File: src/rtl/popseq_pkg.sv
// Shared types, constants and sizing helpers for the chunked popcount neuron sequencer.
package popseq_pkg;

    typedef enum logic [1:0] {
        IDLE = 2'd0,
        POS  = 2'd1,
        NEG  = 2'd2,
        DONE = 2'd3
    } state_t;

    localparam int CHUNK_W       = 9;
    localparam int MAX_CHUNK_CNT = 15;

    function automatic int nchunks(input int n_in);
        return (n_in + CHUNK_W - 1) / CHUNK_W;
    endfunction

    // The approximate unit may report up to MAX_CHUNK_CNT per chunk.
    function automatic int acc_width(input int nch);
        return $clog2(MAX_CHUNK_CNT * nch + 1);
    endfunction

endpackage

File: src/rtl/popcount09_unit.sv
// Combinational 9-input popcount; USE_EXACT picks an exact count or a cheaper approximate core.
module popcount09_unit #(
    parameter int USE_EXACT = 0
) (
    input  logic [8:0] i_bits,
    output logic [3:0] o_count
);

    generate
        if (USE_EXACT != 0) begin : g_exact
            logic [3:0] w_cnt;
            always_comb begin
                w_cnt = '0;
                for (int i = 0; i < 9; i++) begin
                    w_cnt = w_cnt + 4'(i_bits[i]);
                end
            end
            assign o_count = w_cnt;
        end else begin : g_approx
            // Three exact full adders; their sum bits are merged with an OR instead
            // of a second adder level, so the result can under-count.
            logic [2:0] w_s;
            logic [2:0] w_c;
            logic [1:0] w_ccnt;
            for (genvar gi = 0; gi < 3; gi++) begin : g_fa
                logic w_a, w_b, w_d;
                assign w_a     = i_bits[3*gi];
                assign w_b     = i_bits[3*gi+1];
                assign w_d     = i_bits[3*gi+2];
                assign w_s[gi] = w_a ^ w_b ^ w_d;
                assign w_c[gi] = (w_a & w_b) | (w_a & w_d) | (w_b & w_d);
            end
            assign w_ccnt  = {1'b0, w_c[0]} + {1'b0, w_c[1]} + {1'b0, w_c[2]};
            assign o_count = {1'b0, w_ccnt, |w_s};
        end
    endgenerate

endmodule

File: src/rtl/popcount_neuron_seq.sv
// Ternary neuron sequencer: streams both masks through one popcount unit, 9 bits per cycle.
// Define POPSEQ_ZERO_SKIP_EN to skip all-zero chunks within each phase.
module popcount_neuron_seq
    import popseq_pkg::*;
#(
    parameter int N_IN      = 36,
    parameter int THR_W     = 8,
    parameter int USE_EXACT = 0,
    localparam int ACC_W    = acc_width(nchunks(N_IN))
) (
    input  logic               clk,
    input  logic               rst,
    input  logic               in_valid,
    output logic               in_ready,
    input  logic [N_IN-1:0]    pos_mask,
    input  logic [N_IN-1:0]    neg_mask,
    input  logic [THR_W-1:0]   threshold,
    output logic               out_valid,
    input  logic               out_ready,
    output logic [ACC_W:0]     sum,
    output logic               neuron_out,
    output logic               busy
);

    localparam int NCH   = nchunks(N_IN);
    localparam int PAD_W = NCH * CHUNK_W;
    localparam int K_W   = (NCH > 1) ? $clog2(NCH) : 1;
    localparam int CMP_W = ((ACC_W + 1 > THR_W) ? ACC_W + 1 : THR_W) + 1;
    localparam logic [K_W-1:0] K_LAST = K_W'(NCH - 1);

    state_t               r_state, w_state_next;
    logic [PAD_W-1:0]     r_pos, r_neg;
    logic [THR_W-1:0]     r_thr;
    logic [ACC_W-1:0]     r_acc_p, r_acc_n;
    logic [K_W-1:0]       r_k;
    logic [ACC_W:0]       r_sum;
    logic                 r_fire;

    logic [CHUNK_W-1:0]   w_pos_ch [NCH];
    logic [CHUNK_W-1:0]   w_neg_ch [NCH];
    logic [CHUNK_W-1:0]   w_chunk;
    logic [3:0]           w_count;
    logic [ACC_W-1:0]     w_acc_add;
    logic [ACC_W:0]       w_sum_next;
    logic [CMP_W-1:0]     w_sum_ext, w_thr_ext;
    logic                 w_fire_next;
    logic                 w_has_next, w_last;
    logic [K_W-1:0]       w_k_next, w_first_pos, w_first_neg;

    generate
        for (genvar gi = 0; gi < NCH; gi++) begin : g_chunks
            assign w_pos_ch[gi] = r_pos[gi*CHUNK_W +: CHUNK_W];
            assign w_neg_ch[gi] = r_neg[gi*CHUNK_W +: CHUNK_W];
        end
    endgenerate

    assign w_chunk = (r_state == NEG) ? w_neg_ch[r_k] : w_pos_ch[r_k];

    popcount09_unit #(
        .USE_EXACT (USE_EXACT)
    ) u_popcount (
        .i_bits  (w_chunk),
        .o_count (w_count)
    );

    assign w_acc_add   = ((r_state == NEG) ? r_acc_n : r_acc_p) + ACC_W'(w_count);
    // Only meaningful on the last NEG cycle, where w_acc_add is the final negative count.
    assign w_sum_next  = {1'b0, r_acc_p} - {1'b0, w_acc_add};
    assign w_sum_ext   = {{(CMP_W-ACC_W-1){w_sum_next[ACC_W]}}, w_sum_next};
    assign w_thr_ext   = {{(CMP_W-THR_W){r_thr[THR_W-1]}}, r_thr};
    assign w_fire_next = ($signed(w_sum_ext) >= $signed(w_thr_ext));

`ifdef POPSEQ_ZERO_SKIP_EN
    logic [PAD_W-1:0] w_pos_in_pad;
    logic [NCH-1:0]   w_nz_cur, w_nz_in, w_nz_neg;

    assign w_pos_in_pad = PAD_W'(pos_mask);

    generate
        for (genvar gi = 0; gi < NCH; gi++) begin : g_nz
            assign w_nz_cur[gi] = (r_state == NEG) ? |w_neg_ch[gi] : |w_pos_ch[gi];
            assign w_nz_in[gi]  = |w_pos_in_pad[gi*CHUNK_W +: CHUNK_W];
            assign w_nz_neg[gi] = |w_neg_ch[gi];
        end
    endgenerate

    // Priority encoders: lowest nonzero chunk above k, and first nonzero chunk of each phase.
    always_comb begin
        w_has_next  = 1'b0;
        w_k_next    = '0;
        w_first_pos = '0;
        w_first_neg = '0;
        for (int j = NCH - 1; j >= 0; j--) begin
            if (w_nz_cur[j] && (j > int'(r_k))) begin
                w_has_next = 1'b1;
                w_k_next   = K_W'(j);
            end
            if (w_nz_in[j]) begin
                w_first_pos = K_W'(j);
            end
            if (w_nz_neg[j]) begin
                w_first_neg = K_W'(j);
            end
        end
    end
`else
    assign w_has_next  = (r_k != K_LAST);
    assign w_k_next    = r_k + 1'b1;
    assign w_first_pos = '0;
    assign w_first_neg = '0;
`endif

    assign w_last = !w_has_next;

    always_ff @(posedge clk) begin
        if (rst) begin
            r_state <= IDLE;
        end else begin
            r_state <= w_state_next;
        end
    end

    always_comb begin
        w_state_next = r_state;
        case (r_state)
            IDLE:    if (in_valid)  w_state_next = POS;
            POS:     if (w_last)    w_state_next = NEG;
            NEG:     if (w_last)    w_state_next = DONE;
            DONE:    if (out_ready) w_state_next = IDLE;
            default:                w_state_next = IDLE;
        endcase
    end

    always_ff @(posedge clk) begin
        if (rst) begin
            r_pos   <= '0;
            r_neg   <= '0;
            r_thr   <= '0;
            r_acc_p <= '0;
            r_acc_n <= '0;
            r_k     <= '0;
            r_sum   <= '0;
            r_fire  <= 1'b0;
        end else begin
            case (r_state)
                IDLE: begin
                    if (in_valid) begin
                        r_pos   <= PAD_W'(pos_mask);
                        r_neg   <= PAD_W'(neg_mask);
                        r_thr   <= threshold;
                        r_acc_p <= '0;
                        r_acc_n <= '0;
                        r_k     <= w_first_pos;
                    end
                end
                POS: begin
                    r_acc_p <= w_acc_add;
                    r_k     <= w_last ? w_first_neg : w_k_next;
                end
                NEG: begin
                    r_acc_n <= w_acc_add;
                    r_k     <= w_last ? '0 : w_k_next;
                    if (w_last) begin
                        r_sum  <= w_sum_next;
                        r_fire <= w_fire_next;
                    end
                end
                default: ;
            endcase
        end
    end

    assign in_ready   = (r_state == IDLE);
    assign busy       = (r_state != IDLE);
    assign out_valid  = (r_state == DONE);
    assign sum        = r_sum;
    assign neuron_out = r_fire;

endmodule

File: config.mk
export PLATFORM = sky130hd
export DESIGN_NAME = popcount_neuron_seq
export DESIGN_NICKNAME = d
export VERILOG_FILES = /design/src/rtl/popseq_pkg.sv /design/src/rtl/popcount09_unit.sv /design/src/rtl/popcount_neuron_seq.sv
export SDC_FILE = /design/constraint.sdc
export NUM_CORES = 1
export LEC_CHECK = 0
export ABC_AREA = 1
export CORE_MARGIN = 5
export CORE_UTILIZATION = 55
export CTS_BUF_LIST = sky130_fd_sc_hd__clkbuf_8 sky130_fd_sc_hd__clkbuf_16
export DETAILED_ROUTE_END_ITERATION = 6
export GPL_TIMING_DRIVEN = 0
export PLACE_DENSITY = 0.83
export REMOVE_ABC_BUFFERS = 1
export SLEW_MARGIN = 20
export SYNTH_ARGS = -nofsm -noshare
export SYNTH_HDL_FRONTEND = slang
export SYNTH_SLANG_ARGS = --single-unit
File: constraint.sdc
create_clock -name clk -period 7.97 [get_ports clk]
set_input_delay 0.797 -clock clk [delete_from_list [all_inputs] [get_ports clk]]
set_output_delay 0.797 -clock clk [all_outputs]
set_load 0.02 [all_outputs]
==> results of run 1 <==
[registers in the layout, summed over array words and instances, names as in the netlist]
| signal | count |
|---|---|
| sum | 7 |
| r_acc_n | 6 |
| r_acc_p | 6 |
| r_pos | 36 |
| r_state | 2 |
| r_thr | 8 |
| r_k | 2 |
| neuron_out | 1 |
| r_neg | 36 |
[routing by layer]
metal  share of wire  vias to the layer above
met1            0.44                     2159
met3           0.049                       28
met2            0.49                      125
li1                -                     2441
met5               0                        -
met4           0.024                        0
[placed cells by master, fill, tap and decap left out, types with 2 or more instances in the layout]
cell type                         Yosys  routed
sky130_fd_sc_hd__nor2_2               2       2
sky130_fd_sc_hd__ha_1                22      21
sky130_fd_sc_hd__fa_1                 6       6
sky130_fd_sc_hd__inv_4                1       2
sky130_fd_sc_hd__inv_1               38      38
sky130_fd_sc_hd__nand2_1             65      65
sky130_fd_sc_hd__o21ai_0            109     109
sky130_fd_sc_hd__a22oi_1              2       2
sky130_fd_sc_hd__a21oi_1             29      29
sky130_fd_sc_hd__nand2_4              1       2
sky130_fd_sc_hd__nand3_1             15      15
sky130_fd_sc_hd__o32ai_1              9       9
sky130_fd_sc_hd__o21ai_1             20      20
sky130_fd_sc_hd__a21oi_2              4       4
sky130_fd_sc_hd__clkinv_4             0       3
sky130_fd_sc_hd__dfxtp_1            104     102
sky130_fd_sc_hd__inv_2                6       4
sky130_fd_sc_hd__dfxtp_2              0       2
sky130_fd_sc_hd__nor2_1             214     214
sky130_fd_sc_hd__clkdlybuf4s50_1      0      94
sky130_fd_sc_hd__clkbuf_8             0       9
sky130_fd_sc_hd__o211ai_1             9       9
[cells in the mapped netlist, types with 7 or more instances]
master / n
sky130_fd_sc_hd__nor2_1: 214
sky130_fd_sc_hd__o21ai_0: 109
sky130_fd_sc_hd__dfxtp_1: 104
sky130_fd_sc_hd__nand2_1: 65
sky130_fd_sc_hd__inv_1: 38
sky130_fd_sc_hd__a21oi_1: 29
sky130_fd_sc_hd__ha_1: 22
sky130_fd_sc_hd__o21ai_1: 20
sky130_fd_sc_hd__clkbuf_1: 16
sky130_fd_sc_hd__nand3_1: 15
sky130_fd_sc_hd__buf_6: 12
sky130_fd_sc_hd__o211ai_1: 9
sky130_fd_sc_hd__o32ai_1: 9
sky130_fd_sc_hd__buf_2: 7
[stage by stage]
stage,setup slack (ps),area [um^2]
detailed placement,2370,6010
finish,2620,6210
CTS,2360,6210
global placement,2320,6000
global route,2080,6210
floorplan,3130,4900
[critical path: stages (launching register included)]
cell and delay [ps]:
sky130_fd_sc_hd__dfxtp_2 570, sky130_fd_sc_hd__inv_4 420, sky130_fd_sc_hd__nor2_1 80, sky130_fd_sc_hd__o32ai_1 250, sky130_fd_sc_hd__o21ai_1 160, sky130_fd_sc_hd__fa_1 500
sky130_fd_sc_hd__fa_1 620, sky130_fd_sc_hd__inv_1 60, sky130_fd_sc_hd__ha_1 300, sky130_fd_sc_hd__nand3_1 90, sky130_fd_sc_hd__nand3_1 180, sky130_fd_sc_hd__xnor2_2 200
sky130_fd_sc_hd__ha_1 330, sky130_fd_sc_hd__a21oi_1 170, sky130_fd_sc_hd__nand2_1 80, sky130_fd_sc_hd__or2_2 280, sky130_fd_sc_hd__nand2_1 100, sky130_fd_sc_hd__inv_1 50
sky130_fd_sc_hd__ha_1 180, sky130_fd_sc_hd__a21oi_1 160, sky130_fd_sc_hd__nor2_1 60, sky130_fd_sc_hd__nor2_1 120, sky130_fd_sc_hd__nand2_1 70, sky130_fd_sc_hd__nand2_1 60
sky130_fd_sc_hd__nand3_1 70, sky130_fd_sc_hd__nand2_1 60, sky130_fd_sc_hd__inv_1 30
[cell families after synthesis]
| logic type | share of synthesized area |
|---|---|
| and+or+nand+nor | 0.232 |
| AOI/OAI and AO/OA | 0.194 |
| DFF | 0.401 |
| buffers and inverters | 0.0910 |
| adders and majority gates | 0.0761 |
| xor gates and xnor gates | 0.00650 |
[how the worst max path moves through the flow]
stage	start	end	slack (ps)	depth (start not counted)
after floorplan	r_k[0]	neuron_out	3130	25
after global placement	r_k[0]	neuron_out	2320	26
after detailed placement	r_state[0]	neuron_out	2370	25
after CTS	r_state[0]	neuron_out	2360	25
after global routing	r_k[0]	neuron_out	2080	26
final	r_k[0]	neuron_out	2620	26
[power by group through the flow]
stage | Combinational (uW) | Clock (uW) | Sequential (uW)
2_1_floorplan | 1110 | 0 | 731
3_3_place_gp | 1390 | 0 | 750
3_5_place_dp | 1470 | 0 | 759
4_1_cts | 1480 | 340 | 748
5_1_grt | 1690 | 360 | 769
6_report | 1470 | 337 | 751
[layout make-up]
cell class / instances / area [um^2]
Multi-Input combinational cell: 520 / 2650
Inverter: 45 / 175
Timing Repair Buffer: 94 / 941
Sequential cell: 104 / 2080
Tap cell: 129 / 161
Clock inverter: 6 / 76.3
Fill cell: 812 / 3030
Clock buffer: 9 / 124
==> parameters.txt, run 1 <==
Parameter                              Value

Status
  Result of the run    completed

Timing
  Final worst hold slack    468 ps
  Final period utilization    0.671
  Final critical-path required period    5350 ps
  # setup viols final    0
  Final setup skew    17.3 ps
  FMAX    0.187 GHz
  Max transition margin    0.370
  Number of pins exceeding their max-slew limit in the final report    0
  Slew @ Worst Pin    946 ps
  Count of endpoints failing hold in the final timing report    0
  Setup repair after global routing missed its margin    false
  Setup TNS    0 ps

Power
  Total power draw    2560 uW
  Register share of total power    0.293
  Combinational fraction of design power    0.575
  Net switching power    1160 uW
  Leak pwr    0.00250 uW
  Peak supply drop    0.000250 V
  Switching part of the total power    0.455
  Design internal power    1400 uW
  Part of the power in the clock network    0.132
  Pwr dens    412 mW/mm^2

Final layout
  Final core utilization    0.672
  Final net count    886
  Antenna cell count    0
  Number of standard cells in the layout, taps in and fillers out    907
  Fraction of layout cells with a size suffix above 1    0.0488
  Area grow syn2layout    19.5%

Yosys
  Number of synthesized flops with an enable pin    0
  Fraction of registers with async set/reset    0
  Distinct cells, synth    38
  Synthesized instance count    713
  Yosys top cell by area    sky130_fd_sc_hd__dfxtp_1
  Average cell area after synthesis    7.29 um^2
  Post-Syn Area    0.00520 mm^2
  Sequential area share after synthesis    0.401
  Synth Warn #    0
  Number of flip-flops and latches in the synthesized netlist    104
  Synth top area share    0.401
  Prevailing post-synth register cell    sky130_fd_sc_hd__dfxtp_1
  Top area cells in the synthesized netlist    sky130_fd_sc_hd__dfxtp_1 (40%), sky130_fd_sc_hd__nor2_1 (15%), sky130_fd_sc_hd__o21ai_0 (10%)

Worst setup path
  Peak fanout along the critical path    38
  Reg2Reg Launch Point    r_k[0]
  Type of element capturing the critical path    flip-flop
  Category of the worst setup path launch point    flip-flop
  Worst EP arrival    5620 ps
  Worst Reg2Reg Path Length in Cells    26
  Crit Path Class    flip-flop to flip-flop
  Reg2reg end    neuron_out
  R2R setup slack    2620 ps
  Required time at the worst-slack endpoint    8250 ps

GRT
  Busiest metal layer after global routing    met2
  Vias in the first global route    4,577
  Global-route met2 utilization    0.362
  Maximum number of pins on one net before global-route repair    89
  First-pass GRT wire length    19,900 um
  Grt met3 use    0.0337
  Met1 layer usage reported by global route    0.257
  Number of antenna violations at the first check in global routing    0
  Gr ovfl total    0
  Overall Global Routing Usage    0.210

Floorplan
  Core area    0.00924 mm^2
  Vertical extent of the die    107 um
  Area of the die    0.0115 mm^2
  Die span in x    107 um
  Effective utilization at floorplan    0.562
  Boundary pin count    95
  Site row count    35

Min path
  Hold-critical path depth    2
  Worst hold path type    flip-flop to flip-flop
  Launch instance of the worst min-delay path    r_thr[5]
  Worst Hold Path EP    r_thr[5]

Job
  Number of max-capacitance violations reported    0

Placed design
  RD Place Congestion    0.862
  Cells after DPL    892
  Half-perimeter wire length of the detailed placement result    8190 um
  I/O Buffers    94

Drt
  Detailed-router iteration count before antenna repair    5
  Routed length per placed instance    13.3 um
  Final WL    12,000 um
  Count of antenna-violating nets left after detailed routing    0
  Routed vias/inst    5.24
  Remaining routing DRC violations    0
  Starting DRC count in detailed routing    197
  Via Count    4,753

Clock tree
  CTS tree    done
  Post-CTS Resized    0
  CTS hold repair buffers    0
  Clock H-tree levels    3
  Clock Pin Slew Worst Setup and Hold Paths    100 ps
  Clock root buffer    sky130_fd_sc_hd__clkbuf_8
  CTS Buf Count    9
  Clock Tree Buf Depth    2
  Post-CTS setup buffer count    0
  Source-to-sink clock delay at the later pin of the worst-skew pair    370 ps
  # clock sinks    104
Power figures use the tool's default switching activity.
==> inputs of run 2 (changes only) <==
CORE_UTILIZATION = 48   (was 55)
PLACE_DENSITY = 0.77   (was 0.83)
clock period = 4.3 ns   (was 7.97 ns; I/O delays follow)
==> run 2 against run 1 <==
The flow now finishes with violations (setup timing). Non-clock buffer count rose by 27. Register-to-register slack got worse by 2900 ps. Critical path depth stayed put. Routed wire length up 17%. First-iteration DRC count increased by 47%. Utilization is 2.7 points lower. Total power is 130% higher.
==> parameters.txt, run 2 (synthesis gave the netlist of run 1 again) <==
Parameter                              Value

Worst setup path
  CP Buf/Inv Count    5 (+1)
  Worst EP arrival    4870 ps (-750 ps)
  CP max-delay cell    sky130_fd_sc_hd__fa_2
  Cell with the most instances on the worst path    sky130_fd_sc_hd__nand2_1
  Type of element capturing the critical path    flip-flop
  Crit. path cell count    26 (unchanged)
  Peak fanout along the critical path    8 (-79%)
  Crit Path Class    flip-flop to flip-flop
  Reg2reg end    neuron_out
  Category of the worst setup path launch point    flip-flop
  Worst Reg2Reg Path Length in Cells    26 (unchanged)
  Top Family by Delay on Critical Path    adder cells
  Required time at the worst-slack endpoint    4570 ps (-3680 ps)
  R2R setup slack    -300 ps (-2920 ps)
  Reg2Reg Launch Point    r_k[0]
  Slowest Stage Delay on Critical Path    450 ps (-170 ps)

Drt
  Final WL    14,100 um (+17%)
  Count of antenna-violating nets left after detailed routing    0 (unchanged)
  Via Count    4,975 (+4.7%)
  Remaining routing DRC violations    0 (unchanged)
  Detailed-router iteration count before antenna repair    5 (unchanged)
  Routed vias/inst    5.25 (+0.14%)
  Routed length per placed instance    14.8 um (+12%)
  Starting DRC count in detailed routing    290 (+47%)

Power
  Peak supply drop    0.000513 V (+110%)
  Pwr dens    845 mW/mm^2 (+110%)
  Leak pwr    0.00279 uW (+11%)

GRT
  Grt met3 use    0.0381 (+0.00434)
  Global-route met2 utilization    0.378 (+0.0158)
  Number of antenna violations at the first check in global routing    0 (unchanged)
  Gr ovfl total    0 (unchanged)
  Overall Global Routing Usage    0.212 (+0.00250)
  Busiest metal layer after global routing    met2
  Met1 layer usage reported by global route    0.256 (-0.00152)
  First-pass GRT wire length    22,400 um (+13%)
  Vias in the first global route    4,788 (+4.6%)
  Maximum number of pins on one net before global-route repair    89 (unchanged)

Floorplan
  Core area    0.0107 mm^2 (+16%)
  Site row count    38 (+8.6%)
  Effective utilization at floorplan    0.484 (-0.0788)
  Boundary pin count    95 (unchanged)
  Area of the die    0.0130 mm^2 (+13%)
  Die span in x    114 um (+6.4%)
  Vertical extent of the die    114 um (+6.4%)

Clock tree
  Clock Pin Slew Worst Setup and Hold Paths    90 ps (about the same)
  CTS hold repair buffers    0 (unchanged)
  # clock sinks    104 (unchanged)
  Clock H-tree levels    3 (unchanged)
  Source-to-sink clock delay at the later pin of the worst-skew pair    370 ps (about the same)
  CTS Buf Count    9 (unchanged)
  Clock root buffer    sky130_fd_sc_hd__clkbuf_8
  Clock Tree Buf Depth    2 (unchanged)
  CTS tree    done

Timing
  Crit path setup slack, layout    -300 ps (-2920 ps)
  Final critical-path required period    4600 ps (-749 ps)
  Slew @ Worst Pin    988 ps (+42.8 ps)
  # setup viols final    1 (+1)
  Final worst hold slack    469 ps (+1.19 ps)
  Count of endpoints failing hold in the final timing report    0 (unchanged)
  Number of pins exceeding their max-slew limit in the final report    0 (unchanged)
  FMAX    0.217 GHz (+16%)
  Max transition margin    0.341 (-0.0285)
  Final period utilization    1.07 (+0.399)
  Final setup skew    7.18 ps (-10.1 ps)
  Setup repair after global routing missed its margin    true

Final layout
  Fraction of layout cells with a size suffix above 1    0.156 (+0.107)
  Layout filler cell count    913 (+12%)
  Commonest non-fill, non-tap cells in the layout    sky130_fd_sc_hd__nor2_1 (209), sky130_fd_sc_hd__o21ai_0 (106), sky130_fd_sc_hd__dfxtp_1 (102)
  Most common cell after layout, fill and taps aside    sky130_fd_sc_hd__nor2_1
  Cell area after layout    0.00693 mm^2 (+12%)
  Area of the multi-input gates    0.00296 mm^2 (+12%)
  Registers with the most flip-flops    r_neg x36, r_pos x36, r_thr x8
  Area grow syn2layout    33.3%
  Final net count    916 (+3.4%)
  Register area    0.00209 mm^2 (+0.24%)
  Antenna cell count    0 (unchanged)

Status
  Result of the run    finished with violations
  Violations in the final reports    setup timing

Min path
  Worst hold path type    flip-flop to flip-flop
  Worst Hold Path EP    r_thr[1]
  Launch instance of the worst min-delay path    r_thr[1]
  Hold-critical path depth    2 (unchanged)

Placed design
  Half-perimeter wire length of the detailed placement result    7970 um (-2.8%)
  I/O Buffers    94 (unchanged)
  RD Place Congestion    0.828 (-3.9%)
  Placed Area    0.00602 mm^2 (+0.23%)

Job
  Number of max-capacitance violations reported    0 (unchanged)
==> run 2: repair_timing <==
| item | CTS | global route |
|---|---|---|
| pin swaps | 35 | 30 |
| endpoints found under the setup margin | 6 | 1 |
| endpoints found under the hold margin | 0 | 0 |
| gates resized for setup | 48 | 36 |
| setup buffers | 19 | 6 |
| cloned | 4 | 1 |
==> run 2: layer usage <==
metal  wire length, um  vias to the layer above
met5                 0                        -
met3               677                       18
met1              5880                     2303
met2              7250                      154
met4               255                        0
li1                  -                     2500
==> run 2: final cells by class <==
cell class | instances | share of cell area
multi-input combinational | 520 | 0.427
sequential | 104 | 0.301
timing repair buffer | 121 | 0.185
inverter | 45 | 0.0276
tap | 140 | 0.0253
clock buffer | 12 | 0.0238
clock inverter | 3 | 0.00578
timing repair inverter | 3 | 0.00487
==> run 2: through the flow <==
| stage | instances | util | total power (uW) | TNS, ps | setup WS [ps] |
|---|---|---|---|---|---|
| floorplan | 669 | - | 3420 | -544 | -544 |
| global placement | 903 | 0.560 | 3980 | -3920 | -1380 |
| detailed placement | 903 | 0.560 | 4100 | -2390 | -1140 |
| CTS | 941 | 0.624 | 5370 | -220 | -220 |
| global route | 948 | 0.645 | 6370 | -485 | -485 |
| finish | 948 | 0.645 | 5860 | -300 | -300 |
==> run 2: worst max-delay path by stage <==
stage,from,end
2_1_floorplan,r_k[0],neuron_out
3_3_place_gp,r_k[0],neuron_out
3_5_place_dp,r_state[0],neuron_out
4_1_cts,r_k[0],neuron_out
5_1_grt,r_k[0],neuron_out
6_report,r_k[0],neuron_out
==> run 2: tightest hold or removal path: cells and delay by family, from the launching register on <==
family	cells	cell delay (ps)
buffers and inverters	1	60
flip-flops	1	310
AO/OA/AOI/OAI	1	60
==> run 2: report_power, final <==
part | total, uW | internal (uW) | switching, uW | leakage, uW
Sequential | 1350 | 1220 | 136 | 0.000858
Combinational | 3870 | 1740 | 2140 | 0.00182
Clock | 635 | 312 | 323 | 0.000108
Total | 5860 | 3260 | 2600 | 0.00279
==> RTL change 1 (config.mk and constraints of run 1) <==
The 4 states of `state_t` get a Gray code encoding in 2 bits.
--- a/src/rtl/popseq_pkg.sv
+++ b/src/rtl/popseq_pkg.sv
@@ -2,10 +2,10 @@
 package popseq_pkg;
 
     typedef enum logic [1:0] {
-        IDLE = 2'd0,
-        POS  = 2'd1,
-        NEG  = 2'd2,
-        DONE = 2'd3
+        IDLE = 2'b00,
+        POS  = 2'b01,
+        NEG  = 2'b11,
+        DONE = 2'b10
     } state_t;
 
     localparam int CHUNK_W       = 9;
Behaviour: same outputs for any inputs over 4 cycles, from zero or initial values and one cycle with rst high; so few cycles prove little.
==> RTL change 1 against run 1 <==
Combinational power shrank 46%. Sequential power decreased by 16%. First-iteration DRC count rose by 5.1%. Total power shrank 31%. Utilization is 3.0 points higher. Synthesized area fell by 4.1%. Sequential cell count unchanged. Count of clock-buffer cells in the layout stayed put. Routed wire length rose by 0.21%. Design area is 0.87% lower. Setup slack got worse by 1.1 ns. Critical path type unchanged. Critical endpoint unchanged. Highest routed layer unchanged.
==> RTL change 1: results (changes against run 1) <==
| Metric | Value |
|---|---|
| Seq/Total Area, Yosys | 41.8% (+1.7 points) |
| Clock Pin Slew Worst Setup and Hold Paths | 0.09 ns |
| Clk. pwr | 0.328 mW (-3%) |
| Reg2Reg Setup Slack | 1.56 ns (-1.06 ns) |
| Met3 Wirelength | 670 µm (+13%) |
| Iteration-0 DRC Markers | 207 (+5.1%) |
| Clock Skews | 0.0177 ns (+0.000382 ns) |
| Worst Hold End | r_thr[6] |
| Post-Place Cells | 875 (-1.9%) |
| Post-synthesis cell type count | 29 (-24%) |
| Slowest library cell on the worst path | clkinv_1 |
| CTS buffer count | 9 (unchanged) |
| Post-synth top cells | nor2_1, o21ai_0, dfxtp_1 |
| Met2 WL | 5940 µm (+0.68%) |
| GRT Total Usage | 22.2% (+1.3 points) |
| Place WS | 2.01 ns (-0.364 ns) |
| Syn Inst Count | 714 (+0.14%) |
| Comb pwr | 0.797 mW (-46%) |
| Clk root buf | clkbuf_8 |
| Worst-case reg-to-reg path depth | 26 (unchanged) |
| Share of post-route cells with drive strength above 1 | 3.45% (-1.4 points) |
| Worst-margin pin slew | 0.990 ns (+0.0444 ns) |
| Clock Tree Buf Depth | 2 (unchanged) |
| Worst-case hold slack | 0.464 ns (-0.00352 ns) |
| Switching Share | 39.4% (-6.1 points) |
| Crit path largest cell delay | 1.01 ns (+0.39 ns) |
| First-pass GRT wire length | 20900 µm (+5.0%) |
| Wire length on met1 | 5160 µm (-1.6%) |
| Total routed wirelength | 12100 µm (+0.21%) |
| Synth Flop Type | dfxtp_1 |
| Detailed-route wire length per cell | 13.5 µm (+2.0%) |
| Peak VDD IR | 0.000173 V (-31%) |
| P_leak | 2.60 nW (+3.6%) |
| Post-DP HPWL | 8260 µm (+0.83%) |
| Largest net degree at the start of global routing | 90 (+1.1%) |
| Warnings, synthesis | 0 (unchanged) |
| Hold path start | r_thr[6] |
| # H-tree levels | 3 (unchanged) |
| Largest cells by area after synthesis | dfxtp_1, nor2_1, o21ai_0 |
| Worst hold path cell count | 2 (unchanged) |
| Status | complete, no violations |
| Routability cong. | 0.859 (-0.31%) |
| Via count | 4837 (+1.8%) |
[RTL change 1: layer usage]
metal,track usage (%),vias up
met5,0,-
met4,7.85,0
met3,4.93,28
met2,37.9,146
met1,27.5,2210
li1,-,2453
[RTL change 1: cell type report]
class / count / area, µm²
clock buffer: 9 / 124
clock inverter: 7 / 71.3
fill: 743 / 2610
inverter: 51 / 194
multi-input combinational: 515 / 2530
sequential: 104 / 2080
tap: 108 / 135
timing repair buffer: 97 / 1020
[RTL change 1: worst max-delay path by stage]
| stage | from | to | slack (ns) | cells past startpoint |
|---|---|---|---|---|
| after floorplan | r_k[0] | neuron_out | 2.59 | 28 |
| after global placement | r_k[0] | neuron_out | 1.47 | 27 |
| after detailed placement | r_k[0] | neuron_out | 2.01 | 26 |
| after CTS | r_k[0] | neuron_out | 1.96 | 28 |
| after global routing | r_k[0] | neuron_out | 0.86 | 28 |
| final | r_k[0] | neuron_out | 1.56 | 26 |
[RTL change 1: kinds of logic (layout without fill, tap and decap cells)]
| logic type | Yosys count | count (layout) | share of synthesized area [%] |
|---|---|---|---|
| DFF | 104 | 104 | 41.8 |
| and+or+nand+nor | 300 | 300 | 23.6 |
| xor gates and xnor gates | 3 | 3 | 0.527 |
| muxes | 1 | 1 | 0.201 |
| AOI/OAI and AO/OA | 189 | 189 | 20.0 |
| buffers and inverters | 95 | 164 | 7.46 |
| adders and majority gates | 22 | 22 | 6.43 |
[RTL change 1: metrics by stage]
step / power (mW) / utilization (%) / cell area (µm²)
5_1_grt: 1.92 / 70.3 / 6160
6_report: 1.76 / 70.3 / 6160
2_1_floorplan: 1.21 / - / 4800
3_3_place_gp: 1.39 / 67.1 / 5880
3_5_place_dp: 1.43 / 68.0 / 5960
4_1_cts: 1.76 / 70.3 / 6160
==> RTL change 2 (config.mk and constraints of run 1) <==
Without the edit above. `USE_EXACT` is set to 0 in 2 places; all go to 1.
--- a/src/rtl/popcount09_unit.sv
+++ b/src/rtl/popcount09_unit.sv
@@ -1,6 +1,6 @@
 // Combinational 9-input popcount; USE_EXACT picks an exact count or a cheaper approximate core.
 module popcount09_unit #(
-    parameter int USE_EXACT = 0
+    parameter int USE_EXACT = 1
 ) (
     input  logic [8:0] i_bits,
     output logic [3:0] o_count
--- a/src/rtl/popcount_neuron_seq.sv
+++ b/src/rtl/popcount_neuron_seq.sv
@@ -5,7 +5,7 @@
 #(
     parameter int N_IN      = 36,
     parameter int THR_W     = 8,
-    parameter int USE_EXACT = 0,
+    parameter int USE_EXACT = 1,
     localparam int ACC_W    = acc_width(nchunks(N_IN))
 ) (
     input  logic               clk,
Function: changed (a bounded check fails within 10 cycles, from zero or initial values and one cycle with rst high).
==> RTL change 2 against run 1 <==
Routed wire length up 4.8%. Global-route usage grew 1.7 points. Design area grew 3.1%. Maximum frequency shrank 27%. Setup slack worse by 1.9 ns. Die area barely moved. Via count grew 4.8%. Sequential cell count is the same. Synthesized area is essentially flat. Largest cell class unchanged. Synthesized cell count rose by 4.6%.
Power is not shown: default switching activity piles up to over one toggle a cycle in this logic, so the estimate is an artifact.
==> RTL change 2: results (changes against run 1) <==
| Metric | Value |
|---|---|
| Status | complete, no violations |
| Grt met3 use | 3.67% (+0.30 points) |
| Post-synth top cells | nor2_1, o21ai_0, nand2_1 |
| Reg-to-reg critical path startpoint | r_state[0] |
| Routability cong. | 0.868 (+0.70%) |
| Via count | 4983 (+4.8%) |
| Crit-path leading delay family | adder cells |
| Share of post-route cells with drive strength above 1 | 3.80% (-1.1 points) |
| Crit path DAT | 7.51 ns (+1.89 ns) |
| Clock Skews | 0.0173 ns (+0.0000279 ns) |
| GRT Total Usage | 22.6% (+1.7 points) |
| Warnings, synthesis | 0 (unchanged) |
| CP max FO | 22 (-42%) |
| Worst-case reg-to-reg path depth | 34 (+31%) |
| First-pass GRT wire length | 21400 µm (+7.6%) |
| Largest cells by area after synthesis | dfxtp_1, nor2_1, o21ai_0 |
| Iteration-0 DRC Markers | 241 (+22%) |
| Worst-margin pin slew | 0.758 ns (-0.188 ns) |
| Hold path start | r_acc_p[0] |
| Grt met1 use | 27.2% (+1.5 points) |
| CP startpoint kind | register |
| Met2 Use GR | 40.0% (+3.8 points) |
| Seq/Total Area, Yosys | 40.0% (about the same) |
| Final nets | 928 (+4.7%) |
| Syn Inst Count | 746 (+4.6%) |
| # fillers | 794 (-2.2%) |
| Post-DP HPWL | 8830 µm (+7.7%) |
| Total routed wirelength | 12600 µm (+4.8%) |
| Vias/cell | 5.28 (+0.73%) |
| Crit path largest cell delay | 0.55 ns (-0.07 ns) |
| Post-synthesis cell type count | 30 (-21%) |
==> RTL change 2: changes by cell type after synthesis, moves of 6 or more <==
cell / before / now
clkbuf_1: 16 / 30
nor2_1: 214 / 191
buf_6: 12 / 0
a21oi_1: 29 / 47
o21ai_1: 20 / 2
nand3_1: 15 / 31
o32ai_1: 9 / 0
nand2_1: 65 / 109
o211ai_1: 9 / 0
inv_1: 38 / 44
==> RTL change 2: kinds of logic (layout without fill, tap and decap cells) <==
group	count (synthesis)	after routing	synth area share [%]
and+or+nand+nor	338	338	25.6
AOI/OAI and AO/OA	178	178	18.1
DFF	104	104	40.0
buffers and inverters	90	159	6.84
adders and majority gates	33	33	8.95
xor gates and xnor gates	3	3	0.506
==> RTL change 2: worst min-delay path: cells and delay by family (launching register included) <==
family          cells  cell delay [ns]
flops               1             0.32
simple gates        1             0.06
compound gates      1             0.05
==> RTL change 2: worst min path at each step <==
stage / endpoint / slack (ns) / cells past startpoint
after floorplan: r_acc_p[0] / 0.43 / 2
after global placement: r_acc_n[0] / 0.45 / 2
after detailed placement: r_acc_p[0] / 0.46 / 2
after CTS: r_acc_p[0] / 0.47 / 2
after global routing: r_acc_p[0] / 0.49 / 2
final: r_acc_p[0] / 0.47 / 2
==> RTL change 2: layout make-up <==
cell class / instances / area, µm² / area share [%]
Clock buffer: 9 / 124 / 1.93
Clock inverter: 6 / 108 / 1.68
Inverter: 48 / 189 / 2.95
Multi-Input combinational cell: 552 / 2770 / 43.2
Sequential cell: 104 / 2090 / 32.6
Tap cell: 129 / 161 / 2.52
Timing Repair Buffer: 95 / 961 / 15.0
Timing Repair inverter: 1 / 5.00 / 0.0782
==> RTL change 2: metrics by stage <==
step / setup TNS [ns] / hold WS [ns] / util [%] / worst slack (ns)
floorplan: 0 / 0.435 / - / 0.583
global placement: -0.894 / 0.448 / 66.3 / -0.893
detailed placement: -0.418 / 0.457 / 66.6 / -0.418
CTS: 0 / 0.469 / 69.2 / 0.0927
global route: 0 / 0.494 / 69.3 / 0.0852
finish: 0 / 0.469 / 69.3 / 0.689
==> RTL change 2: repair_timing <==
item	in CTS	in global routing
endpoints found under the setup margin	1	1
cloned	0	1
resized for setup	1	4
pin swaps	0	0
==> RTL change 2: layer usage <==
metal,routed length (µm),vias up
met1,5530,2273
met5,0,-
li1,-,2553
met4,226,0
met2,6180,138
met3,669,19
